[src/rtl/ir_nec_pkg.sv]
// Shared types and NEC timing constants for the IR transmitter.
package ir_nec_pkg;

    typedef enum logic [2:0] {
        S_IDLE,
        S_LEAD_MARK,
        S_LEAD_SPACE,
        S_REP_SPACE,
        S_BIT_MARK,
        S_BIT_SPACE,
        S_STOP_MARK,
        S_GAP
    } nec_state_t;

    localparam logic [7:0] LEAD_MARK_U  = 8'd16;
    localparam logic [7:0] LEAD_SPACE_U = 8'd8;
    localparam logic [7:0] REP_SPACE_U  = 8'd4;
    localparam logic [7:0] BIT_U        = 8'd1;
    localparam logic [7:0] ONE_SPACE_U  = 8'd3;
    localparam logic [7:0] FRAME_U      = 8'd192;

    function automatic logic is_mark(nec_state_t s);
        return (s == S_LEAD_MARK) || (s == S_BIT_MARK) || (s == S_STOP_MARK);
    endfunction

    // Units spent in a state; bit spaces depend on the bit being sent.
    function automatic logic [7:0] state_units(nec_state_t s, logic b);
        logic [7:0] u;
        case (s)
            S_LEAD_MARK:  u = LEAD_MARK_U;
            S_LEAD_SPACE: u = LEAD_SPACE_U;
            S_REP_SPACE:  u = REP_SPACE_U;
            S_BIT_SPACE:  u = b ? ONE_SPACE_U : BIT_U;
            default:      u = BIT_U;
        endcase
        return u;
    endfunction

endpackage

[src/rtl/ir_nec_tx_carrier.sv]
// Square-wave IR carrier; phase restarts high on every rising edge of en.
module ir_carrier #(
    parameter int CARRIER_DIV = 658
) (
    input  logic clk,
    input  logic reset,
    input  logic en,
    output logic carrier
);

    localparam int CW = (CARRIER_DIV > 1) ? $clog2(CARRIER_DIV) : 1;

    logic [CW-1:0] cnt;
    logic          en_q;

    always_ff @(posedge clk or negedge reset) begin
        if (!reset) begin
            cnt     <= '0;
            en_q    <= 1'b0;
            carrier <= 1'b0;
        end else begin
            en_q <= en;
            if (!en) begin
                cnt     <= '0;
                carrier <= 1'b0;
            end else if (!en_q) begin
                cnt     <= '0;
                carrier <= 1'b1;
            end else if (cnt == CW'(CARRIER_DIV - 1)) begin
                cnt     <= '0;
                carrier <= ~carrier;
            end else begin
                cnt <= cnt + 1'b1;
            end
        end
    end

endmodule

[src/rtl/ir_nec_tx.sv]
// NEC infrared transmitter: full frames and repeat codes, modulated
// LED drive plus an unmodulated envelope for loopback.
module ir_nec_tx
    import ir_nec_pkg::*;
#(
    parameter int UNIT_CYC    = 28125,
    parameter int CARRIER_DIV = 658,
    parameter int EXT_ADDR    = 0
) (
    input  logic        clk,
    input  logic        reset,
    input  logic        start,
    input  logic        send_rep,
    input  logic [15:0] tx_addr,
    input  logic [7:0]  tx_cmd,
    output logic        busy,
    output logic        done,
    output logic        ir_env,
    output logic        ir_mod,
    output logic        ir_rx
);

    localparam int UW = (UNIT_CYC > 1) ? $clog2(UNIT_CYC) : 1;

    nec_state_t    state, state_d;
    logic [UW-1:0] unit_cnt;
    logic [7:0]    st_u;
    logic [7:0]    frame_u;
    logic [4:0]    bit_idx;
    logic [31:0]   shreg;
    logic          rep_q;
    logic          env_q;
    logic          busy_q;
    logic          carrier;

    logic       accept;
    logic       unit_tick;
    logic       st_end;
    logic       frame_end;
    logic [7:0] a1;

    assign accept    = (state == S_IDLE) && (start || send_rep);
    assign unit_tick = (unit_cnt == UW'(UNIT_CYC - 1));
    assign st_end    = unit_tick &&
                       (st_u == state_units(state, shreg[0]) - 8'd1);
    assign frame_end = unit_tick && (frame_u == FRAME_U - 8'd1);
    assign a1        = (EXT_ADDR != 0) ? tx_addr[15:8] : ~tx_addr[7:0];

    always_comb begin
        state_d = state;
        case (state)
            S_IDLE:       if (accept) state_d = S_LEAD_MARK;
            S_LEAD_MARK:  if (st_end) state_d = rep_q ? S_REP_SPACE : S_LEAD_SPACE;
            S_LEAD_SPACE: if (st_end) state_d = S_BIT_MARK;
            S_REP_SPACE:  if (st_end) state_d = S_STOP_MARK;
            S_BIT_MARK:   if (st_end) state_d = S_BIT_SPACE;
            S_BIT_SPACE:
                if (st_end) state_d = (bit_idx == 5'd31) ? S_STOP_MARK : S_BIT_MARK;
            S_STOP_MARK:  if (st_end) state_d = S_GAP;
            S_GAP:        if (frame_end) state_d = S_IDLE;
            default:      state_d = S_IDLE;
        endcase
    end

    always_ff @(posedge clk or negedge reset) begin
        if (!reset) begin
            state    <= S_IDLE;
            unit_cnt <= '0;
            st_u     <= '0;
            frame_u  <= '0;
            bit_idx  <= '0;
            shreg    <= '0;
            rep_q    <= 1'b0;
            env_q    <= 1'b0;
            busy_q   <= 1'b0;
        end else begin
            state  <= state_d;
            env_q  <= is_mark(state_d);
            busy_q <= (state_d != S_IDLE);
            if (state == S_IDLE) begin
                unit_cnt <= '0;
                st_u     <= '0;
                frame_u  <= '0;
                bit_idx  <= '0;
                if (accept) begin
                    rep_q <= ~start;
                    shreg <= {~tx_cmd, tx_cmd, a1, tx_addr[7:0]};
                end
            end else begin
                unit_cnt <= unit_tick ? '0 : unit_cnt + 1'b1;
                if (unit_tick) begin
                    st_u <= st_end ? 8'd0 : st_u + 8'd1;
                    if (frame_u != FRAME_U - 8'd1)
                        frame_u <= frame_u + 8'd1;
                end
                // Word goes out LSB first: A0, A1, C, ~C.
                if (state == S_BIT_SPACE && st_end) begin
                    shreg   <= shreg >> 1;
                    bit_idx <= bit_idx + 5'd1;
                end
            end
        end
    end

    ir_carrier #(
        .CARRIER_DIV(CARRIER_DIV)
    ) u_carrier (
        .clk    (clk),
        .reset  (reset),
        .en     (is_mark(state_d)),
        .carrier(carrier)
    );

    assign busy   = busy_q;
    assign done   = (state == S_GAP) && frame_end;
    assign ir_env = env_q;
    assign ir_mod = env_q & carrier;
    assign ir_rx  = ~env_q;

endmodule

[config.mk]
export PLATFORM = sky130hd
export DESIGN_NAME = ir_nec_tx
export DESIGN_NICKNAME = d
export VERILOG_FILES = /design/src/rtl/ir_nec_pkg.sv /design/src/rtl/ir_nec_tx_carrier.sv /design/src/rtl/ir_nec_tx.sv
export SDC_FILE = /design/constraint.sdc
export NUM_CORES = 1
export LEC_CHECK = 0
export BUFFER_PORTS_ARGS = -buffer_cell sky130_fd_sc_hd__buf_2
export CORE_MARGIN = 2
export CORE_UTILIZATION = 51
export CTS_BUF_LIST = sky130_fd_sc_hd__clkbuf_8 sky130_fd_sc_hd__clkbuf_16
export DETAILED_ROUTE_END_ITERATION = 7
export HOLD_SLACK_MARGIN = 0.02
export PLACE_DENSITY = 0.71
export SLEW_MARGIN = 10
export SYNTH_ARGS = -nofsm -noshare
export SYNTH_HDL_FRONTEND = slang
export SYNTH_SLANG_ARGS = --single-unit
[constraint.sdc]
create_clock -name clk -period 3.6 [get_ports clk]
set_input_delay 0.18 -clock clk [delete_from_list [all_inputs] [get_ports clk]]
set_output_delay 0.18 -clock clk [all_outputs]
set_load 0.01 [all_outputs]
==> impl_metrics.toml <==
[timing]
setup_violations = 0
tns_ns = 0
fmax_ghz = 0.309
layout_worst_path_cycle_share_pct = 90.0
rsz0062_at_grt = "false"
worst_clock_skew_ns = 0.0133
worstMarginPinSlew_ns = 1.06
relSlewSlack_pct = 29.2
period_needed_ns = 3.24
hold_viol = 0
setup_ws_ns = 0.362
slew_viol_final = 0

[pwr]
switchingPower_uw = 387
leakage_nw = 2.22
finalPower_mw = 1.62
powerDensity_mw_per_mm2 = 340
power_frac_clock_pct = 39.2
p_int_mw = 1.24
ir_worst_vdd_uv = 189
swShare_pct = 23.9
p_seq_share_pct = 58.7
p_comb_share_pct = 2.1

[worst_setup_path]
reg2reg_to = "u_carrier.cnt[1]"
crit_family = "simple AND/OR/NAND/NOR gates"
crit_type = "flop to flop"
reg2reg_from = "state[2]"
path_max_fanout = 13
slowest_delay_ns = 0.59
r2r_slack_ns = 0.36
r2r.worst_path.cells = 10
end_kind = "flop"
critical_path.cell_chain = "o21ba_2 > ha_1 > nand4bb_1 > a311oi_1 > nor3_1 > or3_1 > a211o_1 > mux2i_2 > buf_4 > nor4b_1"
start_kind = "flop"
cp.required_ns = 3.86
cp_slowest_cell = "dfrtp_1"
critPathBufInv = 1
worstPathArrival_ns = 3.50

[clock_tree]
h-tree-depth = 3
cts_tree = "yes"
cts.sinks = 85
cts.reportedPaths.clkPinSlew_ns = 0.09
clock_latency_ns = 0.37
cts_buffer_depth = 2
cts_root_buf = "clkbuf_8"
cts_buffers = 9
post-cts-setup-buffers = 0
cts-resized-gates = 0

[global_route]
grt_overflow_total = 0
busiest_layer = "met2"
grt_pass1_wl_mm = 14.5
grt_usage_pct = 20.2
met3_usage_pct = 4.54
gr-usage-met2_pct = 31.4
grt_pass1_vias = 3289
use_met1_pct = 26.7
grt_max_degree = 86
antenna_found_initial = 0

[detailed_routing]
vias_per_cell = 5.54
ant_nets = 0
wl_mm = 8.18
first_pass_iters = 5
drt_iter0_markers = 191
drc = 0
vias = 3284
drt-wirelength-per-cell_um = 13.8

[placed_design]
post_dp_cell_area_mm2 = 0.00458
globalplace.congestion = 0.837
dp_slack_ns = 0.405
port_buffers = 24
dp_hpwl_mm = 5.42

[logic_synthesis]
synthArstFlopShare_pct = 100
yosysWarnings = 0
yosys.area.top_type = "dfrtp_1"
yosysTopAreaCellShare_pct = 49.2
ys_seq_area_share_pct = 49.2
synth_enable_flop_cells = 0
yosys-top-cells-area = "dfrtp_1 (49%), mux2i_1 (4.9%), o21ai_0 (4.6%)"
yosysUniqueCellTypes = 49
synth_area_per_cell_um2 = 9.43
synthFlopType = "dfrtp_1"
syn_area_mm2 = 0.00433
syn_inst = 459
synth_nets = 496
synth-seq-cells = 85

[floorplanning]
die_x_um = 96.1
num_rows = 33
die_y_um = 96.1
initial_utilization_pct = 52.7
core_area_mm2 = 0.00822
io_pins = 33
die_area_mm2 = 0.00924

[final_layout]
multiInputGateArea_mm2 = 0.00210
finalInstanceArea_mm2 = 0.00478
syn2layout_area_growth_pct = 10.5
fin_nets = 520
fillers = 713
antenna_cells = 0
post-route-util_pct = 58.2
layout-drive-gt1-share_pct = 11.7
regArea_mm2 = 0.00213

[min_path]
hold_class = "input port to async pin"

[status]
status = "finished clean"

[run]
cap_violations = 0
## logic make-up (layout without fill, tap and decap cells)
logic type / Yosys count / count (layout) / share of synthesized area [%]
adders and majority gates: 9 / 9 / 2.60
DFF: 85 / 85 / 49.2
buffers and inverters: 29 / 58 / 2.72
and+or+nand+nor: 198 / 198 / 23.3
xor gates and xnor gates: 32 / 32 / 6.48
muxes: 22 / 22 / 5.18
AOI/OAI and AO/OA: 84 / 84 / 10.6
## sequential cells by signal, summed over array words and instances (netlist names), 3 cells and up
register       flops
bit_idx            5
frame_u            8
shreg             32
st_u               8
state              3
u_carrier.cnt     10
unit_cnt          15
## cell usage after synthesis, types with 2 or more instances
master,count
xor2_1,20
nor4b_1,4
nor4_1,2
or3_1,4
a31oi_1,2
or4_1,3
nand3_1,24
a21oi_1,31
nand2_1,52
ha_1,9
o21ai_0,40
mux2i_1,21
nand2b_1,5
nor3b_1,3
xnor2_1,12
nand4_1,10
clkbuf_1,18
nor2_1,50
dfrtp_1,85
nor2b_1,3
and4b_1,2
and3_1,12
inv_1,9
nor3_1,13
## layer usage
metal	share of wire, %	wire length (um)
met1	49	4000
met2	46	3790
met3	3.3	271
met4	1.5	122
met5	0	0
## cell type report
type	instances	share of cell area (%)
clock buffer	10	2.88
multi-input combinational	345	43.9
sequential	85	44.5
timing repair buffer	33	4.34
inverter	9	0.707
clock inverter	6	0.942
tap	105	2.75
## metrics by stage
stage | cells | hold slack, ns
5_1_grt | 593 | 0.112
4_1_cts | 593 | 0.0485
3_5_place_dp | 575 | 0.370
2_1_floorplan | 459 | -0.116
6_report | 593 | 0.00422
3_3_place_gp | 575 | 0.368
## worst register-to-register path, cell delays in order (launching register included)
cell	delay, ns
dfrtp_1	0.59
o21ba_2	0.24
ha_1	0.26
nand4bb_1	0.20
a311oi_1	0.29
nor3_1	0.15
or3_1	0.42
a211o_1	0.35
mux2i_2	0.19
buf_4	0.19
nor4b_1	0.27
## worst max path at each step
| stage | start | to | slack (ns) | cells after the start |
|---|---|---|---|---|
| 5_1_grt | state[2] | u_carrier.cnt[0] | 0.13 | 10 |
| 2_1_floorplan | state[1] | u_carrier.cnt[3] | 0.60 | 12 |
| 6_report | state[2] | u_carrier.cnt[1] | 0.36 | 10 |
| 3_3_place_gp | state[1] | u_carrier.cnt[0] | 0.49 | 11 |
| 4_1_cts | state[2] | u_carrier.cnt[1] | 0.37 | 10 |
| 3_5_place_dp | state[2] | u_carrier.cnt[1] | 0.41 | 10 |
## power groups by stage
stage	clock [mW]	sequential [mW]	combinational, mW
finish	0.636	0.954	0.0335
global route	0.695	0.954	0.0399
CTS	0.658	0.954	0.0352
detailed placement	0	0.973	0.0334
global placement	0	0.973	0.0333
floorplan	0	0.973	0.00101
## layout by cell type, fill, tap and decap left out, types with 7 or more instances in the layout
cell type	synthesis	layout
nor2_1	50	50
xor2_1	20	20
buf_4	0	7
inv_1	9	9
nand2_1	52	52
nand4_1	10	10
buf_2	1	23
nor3_1	13	13
nand3_1	24	23
xnor2_1	12	12
a21oi_1	31	31
mux2i_1	21	21
dfrtp_1	85	85
ha_1	9	9
o21ai_0	40	40
and3_1	12	12
clkbuf_8	0	10
## what timing repair did
| item | CTS | global route |
|---|---|---|
| endpoints found under the setup margin | 0 | 0 |
| hold endpoints to repair | 2 | 0 |
| hold buffers | 2 | 0 |
Note: power is estimated with default switching activity, not from simulation.
